[src/rtl/i2c_cfg_pkg.sv]
// ---------------------------------------------------------------------------
// i2c_cfg_pkg
// Shared definitions for the camera configuration sequencer.
//   - cfg_state_e        : sequencer state encoding
//   - SRST_REG_ADDR      : sensor register that performs a soft reset (COM7)
//   - HOLE_ENTRY         : LUT value that marks an unused slot to be skipped
//   - DEFAULT_SLAVE_ADDR : OV7670 SCCB write address
//   - CNT_W              : width of the delay counters
//   - isSoftReset()      : recognises a register write that resets the sensor
//   - delayLoad()        : converts a wait length into a counter preload
// ---------------------------------------------------------------------------
package i2c_cfg_pkg;

    typedef enum logic [3:0] {
        ST_IDLE,
        ST_PWRUP,
        ST_FETCH,
        ST_ISSUE,
        ST_WAIT,
        ST_SRST,
        ST_GAP,
        ST_DONE,
        ST_ERROR
    } cfg_state_e;

    localparam logic [7:0]  SRST_REG_ADDR      = 8'h12;
    localparam logic [15:0] HOLE_ENTRY         = 16'h0000;
    localparam logic [7:0]  DEFAULT_SLAVE_ADDR = 8'h42;
    localparam int          CNT_W              = 20;

    // A write to COM7 with bit 7 set resets every sensor register, so the
    // sensor needs a long settle time before it accepts the next write.
    function automatic logic isSoftReset(input logic [7:0] regAddr,
                                         input logic [7:0] regData);
        return (regAddr == SRST_REG_ADDR) && regData[7];
    endfunction

    // A wait state leaves when the counter reads zero, so loading N-1 keeps
    // the state for exactly N cycles. Zero still costs one transit cycle.
    function automatic logic [CNT_W-1:0] delayLoad(input logic [CNT_W-1:0] cycles);
        return (cycles == '0) ? '0 : cycles - CNT_W'(1);
    endfunction

endpackage

[src/rtl/i2c_cfg_sequencer_cnt.sv]
// ---------------------------------------------------------------------------
// cfg_delay_cnt
// Loadable down-counter with a zero flag. The sequencer loads it on entry to
// each timed state (power-up, soft-reset settle, inter-write gap) and leaves
// the state once the flag is raised.
//   clk_i      : system clock
//   rst_i      : synchronous active-high reset
//   load_i     : load load_val_i this cycle (has priority over counting)
//   load_val_i : preload value
//   zero_o     : count has reached zero
// ---------------------------------------------------------------------------
module cfg_delay_cnt
    import i2c_cfg_pkg::*;
(
    input  logic             clk_i,
    input  logic             rst_i,
    input  logic             load_i,
    input  logic [CNT_W-1:0] load_val_i,
    output logic             zero_o
);

    logic [CNT_W-1:0] count_q;

    // Counts down to zero and then parks there until the next load, so the
    // flag stays valid for however long the owning state looks at it.
    always_ff @(posedge clk_i) begin
        if (rst_i) begin
            count_q <= '0;
        end else if (load_i) begin
            count_q <= load_val_i;
        end else if (count_q != '0) begin
            count_q <= count_q - CNT_W'(1);
        end
    end

    assign zero_o = (count_q == '0);

endmodule

[src/rtl/i2c_cfg_sequencer.sv]
// ---------------------------------------------------------------------------
// i2c_cfg_sequencer
// Walks an external combinational configuration LUT and issues one I2C/SCCB
// register write per non-empty entry through an external byte-write master.
// It handles the power-up delay, the soft-reset settle time, the gap between
// writes, retry on NACK and done/error reporting.
//   clk, rst       : clock, synchronous active-high reset
//   cfg_start      : start pulse, honoured in IDLE, DONE or ERROR
//   lut_index      : LUT address; lut_data {reg_addr, reg_data}; lut_size
//   i2c_req        : write request, held until i2c_done
//   i2c_dev_addr / i2c_reg_addr / i2c_wr_data : fields of the current write
//   i2c_done       : one-cycle completion pulse; i2c_nack valid with it
//   cfg_busy       : sequence in progress
//   cfg_done       : every entry written (level)
//   cfg_err        : an entry failed after all retries (level); err_index
// ---------------------------------------------------------------------------
module i2c_cfg_sequencer
    import i2c_cfg_pkg::*;
#(
    parameter bit          AUTO_START = 1'b1,
    parameter logic [7:0]  SLAVE_ADDR = DEFAULT_SLAVE_ADDR,
    parameter logic [19:0] PWRUP_CYC  = 20'd1000000,
    parameter logic [19:0] SRST_CYC   = 20'd1000000,
    parameter logic [15:0] GAP_CYC    = 16'd500,
    parameter int unsigned MAX_RETRY  = 2
)(
    input  logic        clk,
    input  logic        rst,
    input  logic        cfg_start,
    output logic [7:0]  lut_index,
    input  logic [15:0] lut_data,
    input  logic [7:0]  lut_size,
    output logic        i2c_req,
    output logic [7:0]  i2c_dev_addr,
    output logic [7:0]  i2c_reg_addr,
    output logic [7:0]  i2c_wr_data,
    input  logic        i2c_done,
    input  logic        i2c_nack,
    output logic        cfg_busy,
    output logic        cfg_done,
    output logic        cfg_err,
    output logic [7:0]  err_index
);

    localparam logic [7:0]       MAX_RETRY_W = 8'(MAX_RETRY);
    localparam logic [CNT_W-1:0] PWRUP_LOAD  = delayLoad(PWRUP_CYC);
    localparam logic [CNT_W-1:0] SRST_LOAD   = delayLoad(SRST_CYC);
    localparam logic [CNT_W-1:0] GAP_LOAD    = delayLoad({4'd0, GAP_CYC});

    cfg_state_e       state_q, state_d;
    logic [7:0]       lutIndex_q, lutIndex_d;
    logic [7:0]       regAddr_q, regAddr_d;
    logic [7:0]       wrData_q, wrData_d;
    logic [7:0]       errIndex_q, errIndex_d;
    logic [7:0]       retryCnt_q, retryCnt_d;
    logic             retryPend_q, retryPend_d;
    logic             autoPend_q, autoPend_d;
    logic [7:0]       devAddr_q;
    logic             req_q, busy_q, done_q, err_q;
    logic             cntLoad;
    logic [CNT_W-1:0] cntLoadVal;
    logic             cntZero;

    // One shared delay counter serves every timed state; only one of them
    // can be active at a time.
    cfg_delay_cnt u_delay (
        .clk_i      (clk),
        .rst_i      (rst),
        .load_i     (cntLoad),
        .load_val_i (cntLoadVal),
        .zero_o     (cntZero)
    );

    // Next-state logic. The counter is loaded on the transition into each
    // timed state. retryPend_q remembers that a GAP was entered because of a
    // NACK, so the gap ends by re-issuing the same entry instead of moving on.
    // autoPend_q provides the single automatic start after reset.
    always_comb begin
        state_d     = state_q;
        lutIndex_d  = lutIndex_q;
        regAddr_d   = regAddr_q;
        wrData_d    = wrData_q;
        errIndex_d  = errIndex_q;
        retryCnt_d  = retryCnt_q;
        retryPend_d = retryPend_q;
        autoPend_d  = autoPend_q;
        cntLoad     = 1'b0;
        cntLoadVal  = '0;

        case (state_q)
            ST_IDLE, ST_DONE, ST_ERROR: begin
                if (cfg_start || ((state_q == ST_IDLE) && autoPend_q)) begin
                    state_d     = ST_PWRUP;
                    lutIndex_d  = 8'd0;
                    retryCnt_d  = 8'd0;
                    retryPend_d = 1'b0;
                    autoPend_d  = 1'b0;
                    cntLoad     = 1'b1;
                    cntLoadVal  = PWRUP_LOAD;
                end
            end
            ST_PWRUP: begin
                if (cntZero) begin
                    state_d = ST_FETCH;
                end
            end
            ST_FETCH: begin
                if (lutIndex_q == lut_size) begin
                    state_d = ST_DONE;
                end else if (lut_data == HOLE_ENTRY) begin
                    lutIndex_d = lutIndex_q + 8'd1;
                end else begin
                    regAddr_d = lut_data[15:8];
                    wrData_d  = lut_data[7:0];
                    state_d   = ST_ISSUE;
                end
            end
            ST_ISSUE: begin
                state_d = ST_WAIT;
            end
            ST_WAIT: begin
                if (i2c_done) begin
                    if (!i2c_nack) begin
                        retryCnt_d = 8'd0;
                        cntLoad    = 1'b1;
                        if (isSoftReset(regAddr_q, wrData_q)) begin
                            state_d    = ST_SRST;
                            cntLoadVal = SRST_LOAD;
                        end else begin
                            state_d    = ST_GAP;
                            cntLoadVal = GAP_LOAD;
                        end
                    end else if (retryCnt_q < MAX_RETRY_W) begin
                        retryCnt_d  = retryCnt_q + 8'd1;
                        retryPend_d = 1'b1;
                        state_d     = ST_GAP;
                        cntLoad     = 1'b1;
                        cntLoadVal  = GAP_LOAD;
                    end else begin
                        errIndex_d = lutIndex_q;
                        state_d    = ST_ERROR;
                    end
                end
            end
            ST_SRST: begin
                if (cntZero) begin
                    lutIndex_d = lutIndex_q + 8'd1;
                    state_d    = ST_FETCH;
                end
            end
            ST_GAP: begin
                if (cntZero) begin
                    if (retryPend_q) begin
                        retryPend_d = 1'b0;
                        state_d     = ST_ISSUE;
                    end else begin
                        lutIndex_d = lutIndex_q + 8'd1;
                        state_d    = ST_FETCH;
                    end
                end
            end
            default: begin
                state_d = ST_IDLE;
            end
        endcase
    end

    // State and output registers. Status outputs are decoded from the next
    // state so they change on the same edge as the state itself, which keeps
    // every output registered without adding a cycle of lag.
    always_ff @(posedge clk) begin
        if (rst) begin
            state_q     <= ST_IDLE;
            lutIndex_q  <= 8'd0;
            regAddr_q   <= 8'd0;
            wrData_q    <= 8'd0;
            errIndex_q  <= 8'd0;
            retryCnt_q  <= 8'd0;
            retryPend_q <= 1'b0;
            autoPend_q  <= AUTO_START;
            devAddr_q   <= SLAVE_ADDR;
            req_q       <= 1'b0;
            busy_q      <= 1'b0;
            done_q      <= 1'b0;
            err_q       <= 1'b0;
        end else begin
            state_q     <= state_d;
            lutIndex_q  <= lutIndex_d;
            regAddr_q   <= regAddr_d;
            wrData_q    <= wrData_d;
            errIndex_q  <= errIndex_d;
            retryCnt_q  <= retryCnt_d;
            retryPend_q <= retryPend_d;
            autoPend_q  <= autoPend_d;
            devAddr_q   <= SLAVE_ADDR;
            req_q       <= (state_d == ST_ISSUE) || (state_d == ST_WAIT);
            busy_q      <= (state_d != ST_IDLE) && (state_d != ST_DONE) &&
                           (state_d != ST_ERROR);
            done_q      <= (state_d == ST_DONE);
            err_q       <= (state_d == ST_ERROR);
        end
    end

    assign lut_index    = lutIndex_q;
    assign i2c_req      = req_q;
    assign i2c_dev_addr = devAddr_q;
    assign i2c_reg_addr = regAddr_q;
    assign i2c_wr_data  = wrData_q;
    assign cfg_busy     = busy_q;
    assign cfg_done     = done_q;
    assign cfg_err      = err_q;
    assign err_index    = errIndex_q;

endmodule

[config.mk]
export PLATFORM = sky130hd
export DESIGN_NAME = i2c_cfg_sequencer
export DESIGN_NICKNAME = d
export VERILOG_FILES = /design/src/rtl/i2c_cfg_pkg.sv /design/src/rtl/i2c_cfg_sequencer_cnt.sv /design/src/rtl/i2c_cfg_sequencer.sv
export SDC_FILE = /design/constraint.sdc
export NUM_CORES = 1
export LEC_CHECK = 0
export CORE_UTILIZATION = 51
export CTS_BUF_LIST = sky130_fd_sc_hd__clkbuf_16
export DETAILED_ROUTE_END_ITERATION = 7
export PLACE_DENSITY = 0.8
export SKIP_LAST_GASP = 1
export SLEW_MARGIN = 10
export SYNTH_ARGS = -nofsm -noshare
export SYNTH_HDL_FRONTEND = slang
export SYNTH_SLANG_ARGS = --single-unit
[constraint.sdc]
create_clock -name clk -period 3.6 [get_ports clk]
set_input_delay 1.08 -clock clk [delete_from_list [all_inputs] [get_ports clk]]
set_output_delay 1.08 -clock clk [all_outputs]
set_load 0.02 [all_outputs]
==> results.ini, run 1 <==
[routing]
drt_iter0_markers = 272
vias_per_cell = 5.84
remaining_drc_errors = 12
num_vias = 3229
dr.pass1.iters = 7
antenna_left = 0
drt-total-wl_um = 8700
wl_per_cell_um = 15.7

[sta]
finalClockSkew_ns = 0.00480
fin_crit_sh_pct = 85.1
tns_ns = 0
fin_crit_ns = 3.06
setup_violations = 0
fmax_ghz = 0.326
relSlewSlack_pct = 18.7
worst_pin_slew_ns = 1.21
rsz0062_at_grt = no
hold_viol_final = 0
maxSlewViolCount = 0

[clock_tree]
numCtsBuffers = 9
clk_path_buf_depth = 2
post_cts_buffers = 0
clock_latency_ns = 0.33
cts_root_buf = clkbuf_16
htree_levels = 3
cts.sink_count = 70
path_clk_slew_ns = 0.05
hold_buffers = 0
cts_tree = done
cts_resized = 0

[worst_setup_path]
r2r_start = u_delay.count_q[0]
crit_chain = clkdlybuf4s50_1, nor4_1, nand4_1, nand3_1, nor2_1, mux2i_1, nor2_1
worst-path-buf-inv = 1
path_class = input pin to flop
cp.depth = 7
regToRegSetupSlack_ns = 0.66
crit_path_frequent_cell = nor2_1
critPathMaxFanout = 16
cp.required_ns = 3.80
start_kind = input pin
crit_family = simple AND/OR/NAND/NOR gates
cpPeakStageDelay_ns = 0.98
ff2ff_path_depth = 8
worstPathArrival_ns = 3.27
r2r-end = lut_index[5]
crit_slowest_cell = nor2_1
startpoint = lut_data[14]
endpoint_kind = flop

[grt]
grt_use_met1_pct = 29.9
track_usage_pct = 25.0
grtUsageMet3_pct = 7.62
antenna_found_initial = 0
grt-ovfl-total = 0
grtUsageMet2_pct = 42.8
top_usage_layer = met2
grt_pass1_vias = 3048
grt_pass1_wl_um = 14000
grt_max_degree = 32

[power_and_ir_drop]
p_per_area_nw_per_um2 = 483
ir_drop_v = 0.000368
p_leak_nw = 1.65

[placement]
port_buffers = 64
placedCellCount = 537
place_hpwl_um = 6000
place_congestion = 0.898

[job]
maxCapViolations = 0

[run_status]
status = finished, violations left
violations = DRC

[cells_and_area]
antennaDiodeCount = 0
drive_gt1_share_pct = 6.72
nets = 503
mostFrequentLayoutCells = dfxtp_1 (70), clkdlybuf4s50_1 (63), nand2_1 (44), a21oi_1 (41), nor2_1 (40)
stdcell_count = 553
syn_to_final_growth_pct = 29.1
n_fill_cell = 519
layout_commonest_cell = dfxtp_1

[synthesis]
synthFlopType = dfxtp_1
synth-simple-area-share_pct = 26.2
synth_edf_count = 0
synth_top_family_by_area = simple AND/OR/NAND/NOR gates
synth.area.mux_share_pct = 4.69
synth_xor_area_share_pct = 6.11
yosysUniqueCellTypes = 52
ys.warnings.count = 0
post_synth.cell_area_avg_um2 = 8.41
synth-compound-area-share_pct = 15.6
async_flop_share_pct = 0
netlist_instances = 409
syn-cell-area_um2 = 3440
ys_seq_elements = 70
synth_fa_ha_area_share_pct = 1.09
seq_area_frac_synth_pct = 40.8

[die]
start_util_pct = 53.5
rows = 29
io_pins = 73
fp.dieH_um = 84.1
dieArea_um2 = 7070
core_um2 = 6420
die_w_um = 84.1

[worst_hold_path]
min_to = retryCnt_q[6]
min_path_type = flop to flop
holdCritStartpoint = retryCnt_q[6]
whs_path_depth = 1

## sequential cells by signal, summed over array words and instances (netlist names)
register         cells
u_delay.count_q     20
err_index            8
i2c_reg_addr         8
i2c_wr_data          8
lut_index            8
retryCnt_q           8
state_q              4
autoPend_q           1
cfg_busy             1
cfg_done             1
cfg_err              1
i2c_req              1
retryPend_q          1
## power breakdown
part           internal (W)  leakage, nW  switching (W)  total (W)
combinational      0.000132        0.921       0.000166   0.000298
sequential         0.000810        0.569      0.0000406   0.000851
clock              0.000671        0.157       0.000324   0.000995
total               0.00161         1.65       0.000531    0.00214
## synthesized netlist by cell type (2+ instances only)
| library cell | n | area [um2] |
|---|---|---|
| and2_1 | 6 | 37.5 |
| xor2_1 | 10 | 87.6 |
| a211oi_1 | 5 | 37.5 |
| nor4_2 | 4 | 50.1 |
| nand4b_1 | 2 | 17.5 |
| o21a_1 | 4 | 30.0 |
| a21o_1 | 2 | 15.0 |
| nor3b_1 | 3 | 22.5 |
| xnor2_1 | 14 | 123 |
| buf_6 | 2 | 22.5 |
| and3_1 | 2 | 12.5 |
| nor2b_1 | 5 | 31.3 |
| mux2i_1 | 15 | 150 |
| nand4_1 | 3 | 18.8 |
| or4_1 | 7 | 52.6 |
| dfxtp_1 | 70 | 1400 |
| inv_1 | 8 | 30.0 |
| or2_2 | 2 | 12.5 |
| a31oi_1 | 3 | 18.8 |
| nand2b_1 | 5 | 31.3 |
| ha_1 | 3 | 37.5 |
| conb_1 | 2 | 7.51 |
| nor4b_1 | 5 | 43.8 |
| nor4_1 | 6 | 37.5 |
| nand2_1 | 44 | 165 |
| clkbuf_1 | 12 | 45.0 |
| a21oi_1 | 41 | 205 |
| nand3_1 | 11 | 55.1 |
| a221oi_1 | 2 | 17.5 |
| o31ai_1 | 4 | 30.0 |
| or3_1 | 5 | 31.3 |
| o41ai_1 | 2 | 17.5 |
| buf_2 | 5 | 25.0 |
| o21ai_0 | 16 | 80.1 |
| buf_4 | 8 | 60.1 |
| nor2_1 | 40 | 150 |
| nor3_1 | 16 | 80.1 |
## per-stage QoR
| step | area, um2 | total power [W] | setup WS (ns) | utilization, % | hold WS (ns) |
|---|---|---|---|---|---|
| global placement | 4100 | 0.00114 | 0.330 | 63.8 | 0.436 |
| detailed placement | 4100 | 0.00116 | 0.244 | 63.8 | 0.442 |
| finish | 4440 | 0.00214 | 0.537 | 69.1 | 0.455 |
| global route | 4440 | 0.00223 | 0.453 | 69.1 | 0.485 |
| floorplan | 3460 | 0.00106 | 0.969 | - | 0.420 |
| CTS | 4440 | 0.00215 | 0.597 | 69.1 | 0.457 |
## cells by family after synthesis
group / count (synthesis)
other: 2
and+or+nand+nor: 171
buffers and inverters: 35
DFF: 70
xor gates and xnor gates: 24
muxes: 16
AOI/OAI and AO/OA: 88
adders and majority gates: 3
## worst max path at each step
stage                           to  slack (ns)
floorplan                 cfg_busy        0.97
global placement      lut_index[5]        0.33
detailed placement  i2c_wr_data[0]        0.24
CTS                 i2c_wr_data[2]        0.60
global route        i2c_wr_data[2]        0.45
finish              i2c_wr_data[2]        0.54
## metal layers
layer,vias to the layer above,part of all wire (%)
met4,0,1.4
met3,11,6.0
met2,118,49
li1,1561,-
met1,1539,44
met5,-,0
## layout make-up
type                       count  area [um2]  share of cell area, %
sequential                    70        1400                   31.6
clock inverter                 7         113                   2.54
timing repair buffer          72         696                   15.7
inverter                       8        30.0                  0.677
tap                           77        96.3                   2.17
multi-input combinational    310        1880                   42.3
clock buffer                   9         225                   5.07
Power figures use the tool's default switching activity.
==> inputs of run 2 (changes only) <==
--- a/config.mk
+++ b/config.mk
@@ -7,6 +7,7 @@
 export LEC_CHECK = 0
 export CORE_UTILIZATION = 51
 export CTS_BUF_LIST = sky130_fd_sc_hd__clkbuf_16
+export CTS_CLUSTER_DIAMETER = 60
 export DETAILED_ROUTE_END_ITERATION = 7
 export PLACE_DENSITY = 0.8
 export SKIP_LAST_GASP = 1
==> results of run 2 <==
Final layout, timing and power as in run 1 (identical DEF).
